<file path="config.mk">
export PLATFORM = sky130hd
export DESIGN_NAME = neuraedge_accum_drain_sched_flat
export DESIGN_NICKNAME = d
export VERILOG_FILES = /design/src/rtl/neuraedge_accum_drain_sched_pkg.sv /design/src/rtl/neuraedge_accum_drain_sched_if.sv /design/src/rtl/neuraedge_accum_drain_sched_rr_arbiter.sv /design/src/rtl/neuraedge_accum_drain_sched.sv /design/src/flat_wrapper.sv
export SDC_FILE = /design/constraint.sdc
export NUM_CORES = 1
export LEC_CHECK = 0
export CAP_MARGIN = 10
export CORE_AREA = 2 2 459 461
export DETAILED_ROUTE_END_ITERATION = 16
export DIE_AREA = 0 0 461 463
export PLACE_DENSITY_LB_ADDON = 0.12
export SETUP_SLACK_MARGIN = 0.05
export SLEW_MARGIN = 10
export SYNTH_ARGS = -nofsm -noshare
export SYNTH_HDL_FRONTEND = slang
export SYNTH_HIERARCHICAL = 1
export SYNTH_SLANG_ARGS = --single-unit
</file>
<file path="constraint.sdc">
create_clock -name clk -period 17.8 [get_ports clk]
set_clock_uncertainty 0.2 [all_clocks]
set_input_delay 2.67 -clock clk [delete_from_list [all_inputs] [get_ports clk]]
set_output_delay 2.67 -clock clk [all_outputs]
set_load 0.02 [all_outputs]
</file>
<file path="src/rtl/neuraedge_accum_drain_sched_pkg.sv">
// Shared NoC flit layout and drain-scheduler types.
// Flit: [63:62] type, HEAD carries dest/src/row/len; BODY/TAIL carry a zero-extended accumulator word.
package neuraedge_noc_pkg;

    localparam int FLIT_W      = 64;
    localparam int FT_LSB      = 62;
    localparam int HD_DEST_LSB = 54;
    localparam int HD_SRC_LSB  = 46;
    localparam int HD_ROW_LSB  = 40;
    localparam int HD_ROW_W    = 6;
    localparam int HD_LEN_LSB  = 32;
    localparam int DATA_W      = 32;

    typedef enum logic [1:0] {
        FLIT_BODY = 2'b00,
        FLIT_HEAD = 2'b01,
        FLIT_TAIL = 2'b10
    } flit_type_e;

    typedef enum logic [1:0] {
        ST_IDLE = 2'd0,
        ST_HEAD = 2'd1,
        ST_BODY = 2'd2
    } drain_state_e;

    typedef struct packed {
        flit_type_e           ftype;
        logic [7:0]           dest;
        logic [7:0]           src;
        logic [HD_ROW_W-1:0]  row;
        logic [7:0]           len;
        logic [31:0]          rsvd;
    } head_flit_t;

    typedef struct packed {
        flit_type_e               ftype;
        logic [FLIT_W-3-DATA_W:0] rsvd;
        logic [DATA_W-1:0]        data;
    } data_flit_t;

endpackage

</file>
<file path="src/rtl/neuraedge_accum_drain_sched_if.sv">
// Accumulator request bus (rows -> scheduler) and flit bus (scheduler -> router local port).
// master = scheduler side, slave = environment side.
interface neuraedge_accum_drain_sched_if #(
    parameter int N_REQ      = 32,
    parameter int ACC_W      = 32,
    parameter int NOC_FLIT_W = 64
);
    logic [N_REQ-1:0]            req_valid;
    logic [N_REQ-1:0][ACC_W-1:0] req_data;
    logic [N_REQ-1:0]            req_ready;
    logic [NOC_FLIT_W-1:0]       flit_out;
    logic                        flit_valid;
    logic                        flit_ready;

    modport master (
        input  req_valid, req_data, flit_ready,
        output req_ready, flit_out, flit_valid
    );

    modport slave (
        output req_valid, req_data, flit_ready,
        input  req_ready, flit_out, flit_valid
    );
endinterface

</file>
<file path="src/rtl/neuraedge_accum_drain_sched_rr_arbiter.sv">
// Combinational round-robin pick: first requester at or after ptr, wrapping.
module neuraedge_rr_arbiter #(
    parameter int N_REQ = 32,
    localparam int RID_W = $clog2(N_REQ)
) (
    input  logic [N_REQ-1:0] req,
    input  logic [RID_W-1:0] ptr,
    output logic [N_REQ-1:0] gnt,
    output logic [RID_W-1:0] idx,
    output logic             any
);
    int c;

    always_comb begin
        idx = '0;
        any = 1'b0;
        c   = 0;
        for (int i = 0; i < N_REQ; i++) begin
            c = int'(ptr) + i;
            if (c >= N_REQ) c = c - N_REQ;
            if (!any && req[c]) begin
                any = 1'b1;
                idx = c[RID_W-1:0];
            end
        end
        gnt = any ? (N_REQ'(1) << idx) : '0;
    end
endmodule

</file>
<file path="src/rtl/neuraedge_accum_drain_sched.sv">
// Drains PE-row accumulator words into the local NoC port as HEAD + len BODY/TAIL packets.
// Optional NEURAEDGE_DRAIN_TIMEOUT_EN: a stalled burst is zero-filled after TIMEOUT_CYC idle cycles.
module neuraedge_accum_drain_sched
    import neuraedge_noc_pkg::*;
#(
    parameter int N_REQ      = 32,
    parameter int ACC_W      = 32,
`ifdef NEURAEDGE_DRAIN_TIMEOUT_EN
    parameter int TIMEOUT_CYC = 1024,
`endif
    parameter int NOC_FLIT_W = 64
) (
    input  logic                        clk,
    input  logic                        rst,
    input  logic                        cfg_enable,
    input  logic [7:0]                  cfg_dest_id,
    input  logic [7:0]                  cfg_src_id,
    input  logic [7:0]                  cfg_burst_len,
    neuraedge_accum_drain_sched_if.master bus,
    output logic                        busy,
    output logic [$clog2(N_REQ)-1:0]    grant_id,
    output logic                        timeout_err
);
    localparam int RID_W = $clog2(N_REQ);

    drain_state_e          state, state_nxt;
    logic [RID_W-1:0]      rr_ptr, g, ptr_nxt, arb_idx;
    logic [N_REQ-1:0]      g_oh, arb_gnt, req_rdy;
    logic [7:0]            len, count, dest_q, src_q;
    logic [NOC_FLIT_W-1:0] flit_q;
    logic                  flit_v, loadable, word_avail, arb_any;
    logic                  grab, load_head, take_word, last_word, flush;
    logic [ACC_W-1:0]      word_d;
    head_flit_t            head_flit;
    data_flit_t            data_flit;

    neuraedge_rr_arbiter #(.N_REQ(N_REQ)) u_arb (
        .req (bus.req_valid),
        .ptr (rr_ptr),
        .gnt (arb_gnt),
        .idx (arb_idx),
        .any (arb_any)
    );

    assign loadable   = !flit_v || bus.flit_ready;
    assign word_avail = bus.req_valid[g];
    assign word_d     = flush ? '0 : bus.req_data[g];
    assign ptr_nxt    = (int'(g) == N_REQ - 1) ? '0 : g + 1'b1;

    assign head_flit = '{ftype: FLIT_HEAD, dest: dest_q, src: src_q,
                         row: HD_ROW_W'(g), len: len, rsvd: '0};
    assign data_flit = '{ftype: last_word ? FLIT_TAIL : FLIT_BODY, rsvd: '0,
                         data: DATA_W'(word_d)};

    always_ff @(posedge clk or posedge rst) begin
        if (rst) state <= ST_IDLE;
        else     state <= state_nxt;
    end

    always_comb begin
        state_nxt = state;
        grab      = 1'b0;
        load_head = 1'b0;
        take_word = 1'b0;
        last_word = 1'b0;
        req_rdy   = '0;
        case (state)
            ST_IDLE: if (cfg_enable && arb_any) begin
                grab      = 1'b1;
                state_nxt = ST_HEAD;
            end
            ST_HEAD: if (loadable) begin
                load_head = 1'b1;
                state_nxt = ST_BODY;
            end
            ST_BODY: begin
                // While flushing, words are synthesized as zero and the row is not popped.
                take_word = loadable && (word_avail || flush);
                req_rdy   = (take_word && !flush) ? g_oh : '0;
                last_word = take_word && (count == len - 8'd1);
                if (last_word) state_nxt = ST_IDLE;
            end
            default: state_nxt = ST_IDLE;
        endcase
    end

    always_ff @(posedge clk or posedge rst) begin
        if (rst) begin
            rr_ptr <= '0;
            g      <= '0;
            g_oh   <= '0;
            len    <= '0;
            count  <= '0;
            dest_q <= '0;
            src_q  <= '0;
            flit_q <= '0;
            flit_v <= 1'b0;
        end else begin
            // Packet config is frozen at grant so mid-packet cfg changes wait for the next one.
            if (grab) begin
                g      <= arb_idx;
                g_oh   <= arb_gnt;
                len    <= (cfg_burst_len == 8'd0) ? 8'd1 : cfg_burst_len;
                dest_q <= cfg_dest_id;
                src_q  <= cfg_src_id;
            end
            if (load_head) begin
                flit_q <= NOC_FLIT_W'(head_flit);
                flit_v <= 1'b1;
                count  <= '0;
            end else if (take_word) begin
                flit_q <= NOC_FLIT_W'(data_flit);
                flit_v <= 1'b1;
                count  <= count + 8'd1;
                if (last_word) rr_ptr <= ptr_nxt;
            end else if (bus.flit_ready) begin
                flit_v <= 1'b0;
            end
        end
    end

`ifdef NEURAEDGE_DRAIN_TIMEOUT_EN
    localparam int TW = $clog2(TIMEOUT_CYC + 1);
    localparam logic [TW-1:0] T_LIM = TW'(TIMEOUT_CYC - 1);
    logic [TW-1:0] tcnt;
    logic          flush_q, terr_q;

    always_ff @(posedge clk or posedge rst) begin
        if (rst) begin
            tcnt    <= '0;
            flush_q <= 1'b0;
            terr_q  <= 1'b0;
        end else if (state != ST_BODY) begin
            tcnt    <= '0;
            flush_q <= 1'b0;
        end else if (!flush_q) begin
            if (word_avail) begin
                tcnt <= '0;
            end else if (tcnt == T_LIM) begin
                flush_q <= 1'b1;
                terr_q  <= 1'b1;
            end else begin
                tcnt <= tcnt + 1'b1;
            end
        end
    end

    assign flush       = flush_q;
    assign timeout_err = terr_q;
`else
    assign flush       = 1'b0;
    assign timeout_err = 1'b0;
`endif

    assign bus.req_ready  = req_rdy;
    assign bus.flit_out   = flit_q;
    assign bus.flit_valid = flit_v;
    assign busy           = (state != ST_IDLE) || flit_v;
    assign grant_id       = (state == ST_IDLE) ? '0 : g;

endmodule

</file>
<file path="src/flat_wrapper.sv">
// flat-port wrapper written by rule: the top's interface ports become plain ports
module neuraedge_accum_drain_sched_flat import neuraedge_noc_pkg::*;
#(
    parameter int N_REQ      = 32,
    parameter int ACC_W      = 32,

    parameter int NOC_FLIT_W = 64
)
  (clk, rst, cfg_enable, cfg_dest_id, cfg_src_id, cfg_burst_len, busy, grant_id, timeout_err, bus_req_valid, bus_req_data, bus_flit_ready, bus_req_ready, bus_flit_out, bus_flit_valid);
  neuraedge_accum_drain_sched_if #(.N_REQ(N_REQ), .ACC_W(ACC_W), .NOC_FLIT_W(NOC_FLIT_W)) bus_i ();
  input  logic clk;
  input  logic rst;
  input  logic cfg_enable;
  input  logic [7:0] cfg_dest_id;
  input  logic [7:0] cfg_src_id;
  input  logic [7:0] cfg_burst_len;
  output logic busy;
  output logic [$clog2(N_REQ)-1:0] grant_id;
  output logic timeout_err;
  input wire logic [$bits(bus_i.req_valid)-1:0] bus_req_valid;
  input wire logic [$bits(bus_i.req_data)-1:0] bus_req_data;
  input wire logic [$bits(bus_i.flit_ready)-1:0] bus_flit_ready;
  output wire logic [$bits(bus_i.req_ready)-1:0] bus_req_ready;
  output wire logic [$bits(bus_i.flit_out)-1:0] bus_flit_out;
  output wire logic [$bits(bus_i.flit_valid)-1:0] bus_flit_valid;
  assign bus_i.req_valid = bus_req_valid;
  assign bus_i.req_data = bus_req_data;
  assign bus_i.flit_ready = bus_flit_ready;
  assign bus_req_ready = bus_i.req_ready;
  assign bus_flit_out = bus_i.flit_out;
  assign bus_flit_valid = bus_i.flit_valid;
  neuraedge_accum_drain_sched #(.N_REQ(N_REQ), .ACC_W(ACC_W), .NOC_FLIT_W(NOC_FLIT_W)) u_core (.clk(clk), .rst(rst), .cfg_enable(cfg_enable), .cfg_dest_id(cfg_dest_id), .cfg_src_id(cfg_src_id), .cfg_burst_len(cfg_burst_len), .bus(bus_i), .busy(busy), .grant_id(grant_id), .timeout_err(timeout_err));
endmodule
</file>
==> impl_metrics.toml, run 1 <==
[yosys]
synth_common_cells = "mux4_2 (326), mux2i_1 (203), nand2_1 (152)"
synth-edff-count = 0
yosysTopAreaCellShare = 0.333
synth_mux_area_frac = 0.501
synth-xor-area-share = 0.0159
synth_compound_area_frac = 0.135
synth_sequential_area_ratio = 0.159
yosys-top-cells-area = "mux4_2 (33%), dfrtp_1 (16%), mux2i_1 (9.2%)"
synth-seq-cells = 140
syn_avg_cell_area_sq_um = 10.6
ys_types = 95
synthAdderAreaFrac = 0.00964
ys.warnings.count = 6
syn_area_sq_um = 22100
synth_top_area_cell = "mux4_2"
syn_inst = 2078
synth_top_family_by_area = "multiplexers"
synthFlopType = "dfrtp_1"
synthArstFlopShare = 1.00
yosysMostFrequentCell = "mux4_2"
synth_simple_gate_area_frac = 0.126

[drt]
first_pass_iters = 5
drc = 0
num_vias = 25200
vias_per_cell = 4.23
wl_um = 218000
first_iter_violations = 1987
detail_route.wl_per_cell_um = 36.6
drtAntennaViolNets = 0

[worst_setup_path]
critPathRequiredTime_ns = 18.05
regToRegSetupSlack_ns = 9.89
rr_worst_depth = 18
critPathKind = "primary input to flop"
reg2reg_from = "u_core/rr_ptr[0]"
cp_slowest_cell = "and3b_1"
cp_max_fo = 18
arrival_ns = 9.04
path_cells = "clkdlybuf4s50_1 -> mux4_2 -> mux4_2 -> mux2i_1 -> and2_1 -> and3_1 -> nand3_4 -> nor3_4 -> a2111oi_2 -> nand4_1 -> a21o_1 -> and3b_1 -> inv_4 -> nor3_1 -> mux2_2"
r2r-end = "u_core/g_oh[4]"
end_kind = "flop"
crit_top_cell = "mux4_2"
slowest_delay_ns = 0.86
start_kind = "primary input"

[placed_design]
place_congestion = 0.873
dp.cells = 5912
port_buffers = 1185
hpwl_um = 187000
placedInstanceArea_sq_um = 36900

[finish]
multi_input_area_sq_um = 17500
final_area_sq_um = 37600
fin_util = 0.180
fillCellCount = 23300
drive_gt1_frac = 0.204
area.sequential_sq_um = 3530
layoutNonFillerInstCount = 5963
syn2layout_area_growth_pct = 70.4
nets = 4227

[floorplanning]
pin_count = 1188
row_count = 168
die_area_sq_um = 213000
core-area_sq_um = 209000
die_height_um = 463
chipWidth_um = 461
start_util = 0.106

[global_route]
grt-ovfl-total = 0
grt_antenna_before_repair = 141
grt_max_degree = 64
track_usage = 0.199
grt_pass1_wl_um = 279000
grt_pass1_vias = 26000

[hold_path]
hold_start = "u_core/dest_q[4]"
hold_class = "flop to flop"
hold_end = "u_core/bus.flit_out[58]"
hold_depth = 2

[clocking]
cts_tree = "done"
postCtsHoldBufs = 0
root_buffer = "clkbuf_16"
insertion_delay_ns = 0.52
clock-sinks = 140
clkTransAtPathRegs_ns = 0.07
numCtsBuffers = 17
cts_resized = 0
cts_buffer_depth = 2
post_cts_buffers = 0
cts_max_level = 4

[timing]
setup_viol = 0
worstMarginPinSlew_ns = 1.30
finalSetupTns_ns = 0
clock.fmax_mhz = 114
fin_crit_ns = 8.80
hold_viol = 0
slew_viol_final = 0
rsz0062_at_grt = "no"
finalCritPeriodShare = 0.494
relSlewSlack = 0.122

[pwr]
powerDensity_nw_per_um2 = 150
p_leak_nw = 12.5
vdd_drop_max_mv = 0.0968

[flow_run]
max_cap_violations = 0

[outcome]
status = "complete, no violations"
[sequential cells by signal, indices dropped and copies added (netlist names), 2 cells and up]
register	flops
u_core/bus.flit_out	63
u_core/count	8
u_core/dest_q	8
u_core/g	5
u_core/g_oh	32
u_core/len	8
u_core/rr_ptr	5
u_core/src_q	8
u_core/state	2
[kinds of logic after synthesis]
| family | Yosys count |
|---|---|
| AND/OR/NAND/NOR | 523 |
| buffers and inverters | 245 |
| other | 1 |
| flip-flops | 140 |
| XOR/XNOR | 40 |
| AO/OA/AOI/OAI | 437 |
| multiplexers | 675 |
| adder cells (fa/ha/maj) | 17 |
[stage by stage]
stage | total power [W] | hold slack, ns | worst slack, ns
finish | 0.00563 | 0.289 | 9.00
global route | 0.00596 | 0.320 | 8.84
CTS | 0.00572 | 0.296 | 9.00
detailed placement | 0.00526 | 0.277 | 8.64
global placement | 0.00531 | 0.281 | 8.74
floorplan | 0.00327 | 0.246 | 10.52
[where the power goes]
group / switching [W] / leakage, nW / internal [W]
Combinational: 0.00288 / 10.4 / 0.00176
Clock: 0.000196 / 0.303 / 0.000218
Sequential: 0.000153 / 1.82 / 0.000432
[how the worst max path moves through the flow]
stage	to	startpoint	slack [ns]
floorplan	bus_req_ready[10]	bus_req_valid[15]	10.52
global placement	u_core/g_oh[0]	bus_req_valid[6]	8.74
detailed placement	u_core/g_oh[13]	bus_req_valid[5]	8.64
CTS	bus_req_ready[14]	bus_req_valid[18]	9.00
global route	u_core/g_oh[8]	bus_req_valid[4]	8.84
finish	u_core/g_oh[4]	bus_req_valid[4]	9.00
[area by class of cell]
| type | instances | area share |
|---|---|---|
| antenna | 19 | 0.00126 |
| clock buffer | 19 | 0.0121 |
| clock inverter | 13 | 0.00409 |
| inverter | 32 | 0.00340 |
| multi-input combinational | 1694 | 0.465 |
| sequential | 140 | 0.0939 |
| tap | 2805 | 0.0934 |
| timing repair buffer | 1241 | 0.327 |
[layout by cell type, fill, tap and decap left out, drive strengths merged, types with 44 or more instances in the layout]
cell type,n
a21oi,70
and3,45
buf,56
clkdlybuf4s50,1185
dfrtp,140
mux2,143
mux2i,206
mux4,326
nand2,152
nand4,44
nor2,76
nor3,61
o21ai,121
[per-layer routing]
layer,routed length [um],part of all wire,GRT usage,up-vias
met2,108000,0.49,0.346,1163
met4,2430,0.011,0.0204,74
met5,476,0.0022,0,-
li1,-,-,-,10600
met3,15500,0.071,0.0484,243
met1,92300,0.42,0.254,13100
[worst max-delay path, delay by kind of cell]
family	cells	cell delay, ns
buf+inv	2	0.93
simple gates	7	3.09
mux	4	2.02
compound gates	2	0.28
Power figures use the tool's default switching activity.
==> inputs of run 2 (changes only) <==
- CORE_AREA: 2 2 459 461 -> 2 2 461 463
- DIE_AREA: 0 0 461 463 -> 0 0 463 465
- clock period: 17.8 -> 8.5 ns (I/O delays scaled with it)
==> impl_metrics.toml, run 2 (same netlist as run 1, synthesis figures left out) <==
[outcome]
status = "complete, no violations"

[clocking]
cts_resized = 0
clkTransAtPathRegs_ns = 0.08
root_buffer = "clkbuf_16"
numCtsBuffers = 17
clock-sinks = 140
cts_buffer_depth = 2
postCtsHoldBufs = 0
cts_max_level = 4
post_cts_buffers = 0
insertion_delay_ns = 0.51
cts_tree = "done"

[worst_setup_path]
reg2reg_from = "u_core/rr_ptr[0]"
critPathRequiredTime_ns = 8.76
r2r-end = "u_core/g_oh[2]"
arrival_ns = 7.36
rr_worst_depth = 17
cp_max_fo = 19
end_kind = "flop"
cp-startpoint = "u_core/rr_ptr[0]"
start_kind = "flop"
critPathKind = "flop to flop"
regToRegSetupSlack_ns = 1.40

[global_route]
grt_pass1_wl_um = 283000
grt-ovfl-total = 0
met2_usage = 0.345
use_met1 = 0.251
grt-busiest-layer = "met2"
grt_use_met3 = 0.0550
grt_max_degree = 100
grt_antenna_before_repair = 170
track_usage = 0.200
grt_pass1_vias = 25900

[flow_run]
max_cap_violations = 0

[finish]
final_cell_mix = "clkdlybuf4s50_1 (1185), mux4_2 (326), mux2i_1 (203)"
largest_register_ffs = 63
final_common_cell = "clkdlybuf4s50_1"
syn2layout_area_growth_pct = 72.0
layoutNonFillerInstCount = 6028
drive_gt1_frac = 0.211
nets = 4260

[floorplanning]
die_area_sq_um = 215000
core-area_sq_um = 211000
chipWidth_um = 463
row_count = 169
die_height_um = 465
pin_count = 1188
start_util = 0.105

[timing]
clock.fmax_mhz = 141
hold_viol = 0
slew_viol_final = 0
relSlewSlack = 0.235
finalCritPeriodShare = 0.835
fin_crit_ns = 7.10
rsz0062_at_grt = "no"
finalSetupTns_ns = 0
worstMarginPinSlew_ns = 1.14
setup_viol = 0

[pwr]
powerDensity_nw_per_um2 = 313
p_leak_nw = 12.7
vdd_drop_max_mv = 0.218
total_power_w = 0.0119

[drt]
first_pass_iters = 8
detail_route.wl_per_cell_um = 37.0
wl_um = 223000
drc = 0
vias_per_cell = 4.22
num_vias = 25400
drtAntennaViolNets = 0
first_iter_violations = 2011

[placed_design]
hpwl_um = 192000
place_congestion = 0.902
dp.cells = 5961
port_buffers = 1185

[hold_path]
hold_class = "flop to flop"
hold_depth = 2
hold_start = "u_core/dest_q[5]"
hold_end = "u_core/bus.flit_out[59]"
==> run 2: final cells by class <==
class                      instances  area, sq um
antenna                           35         87.6
clock buffer                      17          425
clock inverter                    15          195
fill                           23500       173000
inverter                          32          130
multi-input combinational       1694        17500
sequential                       140         3530
tap                             2821         3530
timing repair buffer            1274        12600
==> run 2: worst max-delay path, cell delays in order, from the launching register on <==
cell	delay [ns]
dfrtp_2	0.56
inv_2	0.31
ha_1	0.85
buf_4	0.35
mux2_2	0.37
mux4_2	0.56
a21oi_1	0.19
a211oi_2	0.12
nor3_4	0.42
nand3_1	0.48
nor4_1	0.86
a221oi_1	0.10
a21boi_1	0.22
o21ai_0	0.37
a21oi_2	0.16
nand2b_1	0.42
nor3_1	0.31
mux2_2	0.19
==> run 2: report_power, final <==
part	switching (W)	total, W	internal (W)
clock network	0.000426	0.000876	0.000449
logic	0.00599	0.00980	0.00381
registers	0.000308	0.00121	0.000903
==> run 2: per-layer routing <==
layer	share of wire	wire length (um)
met5	0.0019	417
met4	0.017	3790
met3	0.076	16900
met2	0.49	109000
met1	0.42	92700
==> run 2: worst max-delay path by stage <==
stage | endpoint | slack (ns) | cells past startpoint
3_3_place_gp | u_core/g_oh[22] | 1.42 | 16
3_5_place_dp | u_core/g_oh[2] | 1.30 | 15
4_1_cts | u_core/g_oh[2] | 1.41 | 17
2_1_floorplan | u_core/g_oh[13] | 2.48 | 25
5_1_grt | u_core/g_oh[2] | 1.12 | 17
6_report | u_core/g_oh[2] | 1.40 | 17
==> run 2: through the flow <==
stage | util | area, sq um | hold slack (ns) | setup slack (ns)
floorplan | - | 22100 | 0.246 | 2.48
global placement | 0.177 | 37200 | 0.288 | 1.42
detailed placement | 0.177 | 37200 | 0.287 | 1.30
CTS | 0.180 | 37900 | 0.300 | 1.41
global route | 0.180 | 37900 | 0.320 | 1.12
finish | 0.180 | 37900 | 0.290 | 1.40
==> inputs of run 3 (changes only) <==
- CORE_AREA: 2 2 461 463 -> 2 2 458 460
- DIE_AREA: 0 0 463 465 -> 0 0 460 462
- clock period: 8.5 -> 6.2 ns (I/O delays scaled with it)
==> impl_metrics.toml, run 3 (same netlist as run 1, synthesis figures left out) <==
[placed_design]
place_congestion = 0.906
dp.cells = 6098
port_buffers = 1185
hpwl_um = 196000
place_ws_ns = -0.257
placedInstanceArea_sq_um = 39000

[floorplanning]
row_count = 168
die_height_um = 462
core-area_sq_um = 208000
start_util = 0.106
die_area_sq_um = 213000
chipWidth_um = 460
pin_count = 1188

[pwr]
powerDensity_nw_per_um2 = 452
p_leak_nw = 13.9
vdd_drop_max_mv = 0.299

[worst_setup_path]
cp_slowest_cell = "o41ai_1"
critPathCapture = "u_core/g_oh[31]"
critPathKind = "flop to flop"
rr_worst_depth = 21
critical_path_cell_count = 21
crit_buf_inv = 7
reg2reg_from = "u_core/rr_ptr[2]"
slowest_delay_ns = 0.55
arrival_ns = 6.10
crit_top_cell = "buf_4"
start_kind = "flop"
end_kind = "flop"
cp_max_fo = 13
regToRegSetupSlack_ns = 0.36
critPathTopFamily = "simple AND/OR/NAND/NOR gates"
critPathRequiredTime_ns = 6.46
r2r-end = "u_core/g_oh[31]"
cp-startpoint = "u_core/rr_ptr[2]"
path_cells = "inv_2 -> buf_4 -> ha_1 -> xnor2_1 -> buf_12 -> mux4_2 -> mux2i_1 -> buf_4 -> o22ai_2 -> or3_1 -> buf_4 -> o41ai_1 -> a22oi_1 -> nor4_1 -> or3_1 -> a31oi_1 -> buf_4 -> or3_1 -> buf_4 -> nor3_1 -> mux2_2"

[global_route]
grt_antenna_before_repair = 145
grt_max_degree = 81
grt-ovfl-total = 0
track_usage = 0.206
grt_pass1_vias = 26900
grt_pass1_wl_um = 287000

[clocking]
cts_max_level = 4
cts_buffer_depth = 2
cts_tree = "done"
postCtsHoldBufs = 0
root_buffer = "clkbuf_16"
numCtsBuffers = 17
clock-sinks = 140
insertion_delay_ns = 0.53
clkTransAtPathRegs_ns = 0.08

[timing]
finalCritPeriodShare = 0.942
setup_viol = 0
fin_crit_ns = 5.84
final_critical_path_setup_slack_ns = 0.357
slew_viol_final = 0
finalSetupTns_ns = 0
clock.fmax_mhz = 171
worstMarginPinSlew_ns = 1.17
rsz0062_at_grt = "no"
holdWs_ns = 0.294
hold_viol = 0
relSlewSlack = 0.214

[drt]
drtAntennaViolNets = 0
vias_per_cell = 4.22
first_pass_iters = 5
num_vias = 26100
first_iter_violations = 1811
wl_um = 226000
detail_route.wl_per_cell_um = 36.6
drc = 0

[finish]
final_common_cell = "clkdlybuf4s50_1"
drive_gt1_frac = 0.267
syn2layout_area_growth_pct = 80.4
layoutNonFillerInstCount = 6180
fillCellCount = 23000
final_area_sq_um = 39800
nets = 4501
largest_register_ffs = 63
final_cell_mix = "clkdlybuf4s50_1 (1185), mux4_2 (326), buf_4 (311)"

[outcome]
status = "complete, no violations"

[hold_path]
hold_depth = 2
hold_class = "flop to flop"

[flow_run]
max_cap_violations = 0
==> run 3: cell count changes in the layout (fill, tap and decap cells not counted), moves of 4 or more <==
cell | previous run | this run
buf_12 | 4 | 18
buf_4 | 85 | 311
diode_2 | 35 | 47
xnor2_2 | 5 | 1
==> run 3: final cells by class <==
| class | count | area [sq um] | area share |
|---|---|---|---|
| diodes | 47 | 118 | 0.00295 |
| clock buffers | 17 | 425 | 0.0107 |
| clock inverters | 15 | 155 | 0.00390 |
| inverters | 32 | 128 | 0.00321 |
| multi-input cells | 1694 | 17500 | 0.439 |
| flip-flops and latches | 140 | 3530 | 0.0886 |
| well taps | 2720 | 3400 | 0.0855 |
| repair buffers | 1515 | 14600 | 0.366 |
==> run 3: worst register-to-register path, delay by kind of cell (launching register included) <==
kind / cells / cell delay (ns)
XOR/XNOR: 1 / 0.40
buffers and inverters: 7 / 1.27
AND/OR/NAND/NOR: 5 / 1.56
multiplexers: 3 / 0.78
AO/OA/AOI/OAI: 4 / 0.92
adder cells (fa/ha/maj): 1 / 0.20
flip-flops: 1 / 0.44
==> run 3: repair_timing <==
action / CTS / global route
resized for setup: 0 / 6
endpoints found under the setup margin: 0 / 32
buffers inserted: 0 / 2
==> run 3: where the power goes <==
group	leakage [nW]	internal, W	switching [W]
clock	0.278	0.000566	0.000579
combinational	11.8	0.00638	0.00880
sequential	1.82	0.00124	0.000433
==> run 3: per-stage QoR <==
stage                     power (W)  utilization
after floorplan             0.00939            -
after CTS                    0.0182        0.190
final                        0.0180        0.191
after global placement       0.0170        0.188
after global routing         0.0190        0.191
after detailed placement     0.0169        0.188
==> run 3: worst min path at each step <==
stage                           from  slack, ns                 endpoint
detailed placement   u_core/src_q[7]       0.28  u_core/bus.flit_out[53]
CTS                 u_core/dest_q[6]       0.31  u_core/bus.flit_out[60]
floorplan            u_core/src_q[0]       0.25  u_core/bus.flit_out[46]
finish              u_core/dest_q[6]       0.29  u_core/bus.flit_out[60]
global route         u_core/g_oh[31]       0.32          u_core/g_oh[31]
global placement    u_core/dest_q[4]       0.28  u_core/bus.flit_out[58]
==> run 3: routing by layer <==
layer | share of wire | track usage | vias up
li1 | - | - | 11200
met1 | 0.41 | 0.263 | 13500
met2 | 0.49 | 0.357 | 1156
met3 | 0.077 | 0.0480 | 225
met4 | 0.014 | 0.0313 | 56
met5 | 0.0016 | 0 | -
==> RTL change 1: new RTL, settings of run 2 <==
`NOC_FLIT_W` is set to 64 in 3 places; all go to 32.
--- a/src/rtl/neuraedge_accum_drain_sched_if.sv
+++ b/src/rtl/neuraedge_accum_drain_sched_if.sv
@@ -5,3 +5,3 @@
     parameter int ACC_W      = 32,
-    parameter int NOC_FLIT_W = 64
+    parameter int NOC_FLIT_W = 32
 );
--- a/src/rtl/neuraedge_accum_drain_sched.sv
+++ b/src/rtl/neuraedge_accum_drain_sched.sv
@@ -10,3 +10,3 @@
 `endif
-    parameter int NOC_FLIT_W = 64
+    parameter int NOC_FLIT_W = 32
 ) (
--- a/src/flat_wrapper.sv
+++ b/src/flat_wrapper.sv
@@ -6,3 +6,3 @@
 
-    parameter int NOC_FLIT_W = 64
+    parameter int NOC_FLIT_W = 32
 )
Interface: changed (resized bus_flit_out); port bits go from 1188 to 1156. The function was not compared with the original's and may differ.
==> RTL change 1 against run 2 <==
  * Sequential cell count down 47
  * First-iteration DRC count down 18%
  * Cell area down 6.7%
  * Synthesized cell count down 16%
  * Worst setup slack improved by 0.16 ns
  * Wire length down 3.2%
  * Area after synthesis shrank 9.4%
Power is left out: it rests on default switching activity, and per cell area and clock period it moved more than threefold.
==> RTL change 1: results <==
export IMPL_post_cts_resized=0
export IMPL_grt_pass1_vias=23830
export IMPL_syn_nets=2845
export IMPL_hpwl_microns=190700
export IMPL_nFillCells=23550
export IMPL_clk_latency_ns=0.44
export IMPL_drt_iter0_drc=1643
export IMPL_async_flop_share_pct=100.0
export IMPL_synth_edff_count=0
export IMPL_grt_antenna_before_repair=157
export IMPL_ctsHtreeMaxLevel=3
export IMPL_synthTopCellsByArea="mux4_2, dfrtp_1, mux2i_1, mux2_2, o21ai_0"
export IMPL_fin_nets=3912
export IMPL_track_usage_pct=19.40
export IMPL_grt_pass1_wl_microns=269900
export IMPL_cts_buffers=9
export IMPL_place_ws_ns=1.164
export IMPL_clockBufferDepth=2
export IMPL_dr_pass1_iters=6
export IMPL_cp_max_fo=19
export IMPL_worst_slew_pin_slew_ns=0.9845
export IMPL_postCtsSetupRepairBufs=0
export IMPL_synthTopCellsByCount="mux4_2, mux2i_1, mux2_2"
export IMPL_drive_gt1_share_pct=24.64
export IMPL_wl_per_cell_microns=37.82
export IMPL_synth_distinct_cells=95
export IMPL_gp_congestion=0.8980
export IMPL_io_buffers=1138
export IMPL_slowest_stage="xor2_1"
export IMPL_hp_class="reg -> reg"
export IMPL_crit_arrival_ns=7.12
export IMPL_finalSetupViolCount=0
export IMPL_max_stage_delay_ns=0.64
export IMPL_vias=22660
export IMPL_yosys_warnings=6
export IMPL_cts_root_buf="clkbuf_16"
export IMPL_clkTransAtPathRegs_ns=0.09
export IMPL_ys_seq_area_share_pct=11.64
export IMPL_status="complete, no violations"
export IMPL_grt_max_degree=77
export IMPL_yosys_most_used_dff="dfrtp_1"
## RTL change 1: final timing paths
path	slack, ns	endpoint	start	depth (start not counted)
worst max-delay path	1.56	u_core/g_oh[8]	u_core/rr_ptr[0]	17
worst min-delay path	0.30	u_core/g_oh[28]	u_core/g_oh[28]	1
worst max register to register	1.56	u_core/g_oh[8]	u_core/rr_ptr[0]	17
worst min register to register	0.30	u_core/g_oh[28]	u_core/g_oh[28]	1
max in group asynchronous	5.68	u_core/bus.flit_out[16]	rst	3
min in group asynchronous	1.02	u_core/count[4]	rst	2
## RTL change 1: layer usage
layer / global-route usage (%) / wire (microns)
met1: 21.93 / 80660
met2: 35.70 / 112400
met3: 6.292 / 18740
met4: 3.204 / 3369
met5: 0 / 485
## RTL change 1: cell type report
| cell class | instances | area (sq um) | share of cell area [%] |
|---|---|---|---|
| Antenna cell | 67 | 167.7 | 0.4737 |
| Clock buffer | 9 | 225.2 | 0.6363 |
| Clock inverter | 7 | 73.82 | 0.2086 |
| Inverter | 32 | 127.6 | 0.3606 |
| Multi-Input combinational cell | 1440 | 16730 | 47.26 |
| Sequential cell | 93 | 2350 | 6.638 |
| Tap cell | 2821 | 3530 | 9.972 |
| Timing Repair Buffer | 1235 | 12190 | 34.45 |
## RTL change 1: critical path, delay by kind of cell (launching register included)
| kind | cells | cell delay (ns) |
|---|---|---|
| AOI/OAI and AO/OA | 4 | 1.14 |
| xor gates and xnor gates | 1 | 0.64 |
| adders and majority gates | 1 | 0.54 |
| buffers and inverters | 3 | 1.04 |
| DFF | 1 | 0.47 |
| muxes | 2 | 0.61 |
| and+or+nand+nor | 6 | 2.19 |
## RTL change 1: kinds of logic after synthesis
group	synth area share, %
muxes	57.89
and+or+nand+nor	12.21
AOI/OAI and AO/OA	10.59
buffers and inverters	4.843
DFF	11.64
xor gates and xnor gates	1.752
adders and majority gates	1.064
other	0.01875
## RTL change 1: stage by stage
stage | std cells | cell area [sq um]
floorplan | 1744 | 20000
global placement | 5621 | 34930
detailed placement | 5621 | 34930
CTS | 5637 | 35230
global route | 5660 | 35290
finish | 5704 | 35400
==> RTL change 2: new RTL, flow settings as in run 2 <==
Without the edit above. The 3 states of `drain_state_e` get a one-hot encoding in 3 bits.
--- a/src/rtl/neuraedge_accum_drain_sched_pkg.sv
+++ b/src/rtl/neuraedge_accum_drain_sched_pkg.sv
@@ -19,6 +19,6 @@
 
-    typedef enum logic [1:0] {
-        ST_IDLE = 2'd0,
-        ST_HEAD = 2'd1,
-        ST_BODY = 2'd2
+    typedef enum logic [2:0] {
+        ST_IDLE = 3'b001,
+        ST_HEAD = 3'b010,
+        ST_BODY = 3'b100
     } drain_state_e;
Formal check against the unedited RTL: same outputs for any inputs over 4 cycles, from zero or initial values and one cycle with rst high; so few cycles prove little.
==> RTL change 2 against run 2 <==
  * Synthesized cell count is 1.3% lower
  * Worst hold slack better by 0.0022 ns
  * Count of clock-buffer cells in the layout stayed put
  * Non-clock buffer count is 3 lower
  * Wire length is 3.3% higher
  * First-iteration DRC count is 7.0% lower
  * Power is 29% lower
  * Sequential cell count is 1 higher
  * Worst setup slack better by 0.046 ns
  * Area after synthesis is 2.8% lower
  * Clock power is 7.5% lower
  * Cell area is 1.6% lower
==> RTL change 2: results <==
export IMPL_status="complete, no violations"
export IMPL_cp_max_fo=20
export IMPL_worst_slew_pin_slew_ns=1.224
export IMPL_max_stage_delay_ns=0.94
export IMPL_ff2ff_setup_slack_ns=1.45
export IMPL_wl_met2_microns=114200
export IMPL_ys_seq_area_share_pct=16.46
export IMPL_grt_use_met1_pct=25.59
export IMPL_min_from="u_core/dest_q[3]"
export IMPL_leakagePower_nw=12.71
export IMPL_synth_mux_area_share_pct=46.29
export IMPL_vias_per_cell=4.214
export IMPL_synthAdderAreaFrac_pct=0.9919
export IMPL_placed_area_sq_um=36690
export IMPL_grt_use_met2_pct=36.22
export IMPL_wl_per_cell_microns=38.28
export IMPL_r2r_end="u_core/g_oh[31]"
export IMPL_fin_nets=4241
export IMPL_ys_seq_elements=141
export IMPL_grt_use_met3_pct=5.693
export IMPL_gp_congestion=0.8992
export IMPL_synth_compound_area_share_pct=16.64
export IMPL_crit_arrival_ns=7.24
export IMPL_wl_met1_microns=94710
export IMPL_track_usage_pct=20.68
export IMPL_r2r_start="u_core/rr_ptr[1]"
export IMPL_hold_end="u_core/bus.flit_out[57]"
export IMPL_grt_pass1_vias=26350
export IMPL_drt_iter0_drc=1871
export IMPL_synthTopCellsByCount="mux4_2, nand2_1, dfrtp_1"
-- RTL change 2: cell type report --
cell class | instances | share of cell area [%]
clock inverter | 14 | 0.3451
sequential | 141 | 9.502
clock buffer | 17 | 1.139
antenna | 39 | 0.2613
inverter | 34 | 0.3686
timing repair buffer | 1271 | 33.56
tap | 2821 | 9.452
multi-input combinational | 1675 | 45.37
-- RTL change 2: metrics by stage --
| stage | total power (W) | util, % | instances | setup slack (ns) |
|---|---|---|---|---|
| after global routing | 0.008875 | 17.68 | 5984 | 1.126 |
| after CTS | 0.008607 | 17.66 | 5973 | 1.462 |
| final | 0.008388 | 17.71 | 6012 | 1.446 |
| after floorplan | 0.004486 | - | 2053 | 2.480 |
| after detailed placement | 0.007719 | 17.40 | 5942 | 1.371 |
| after global placement | 0.007762 | 17.40 | 5942 | 1.372 |
-- RTL change 2: worst min-delay path, cell delays in order (launching register included) --
cell and delay, ns:
dfrtp_1 0.35, nand2_1 0.05, o21ai_0 0.06
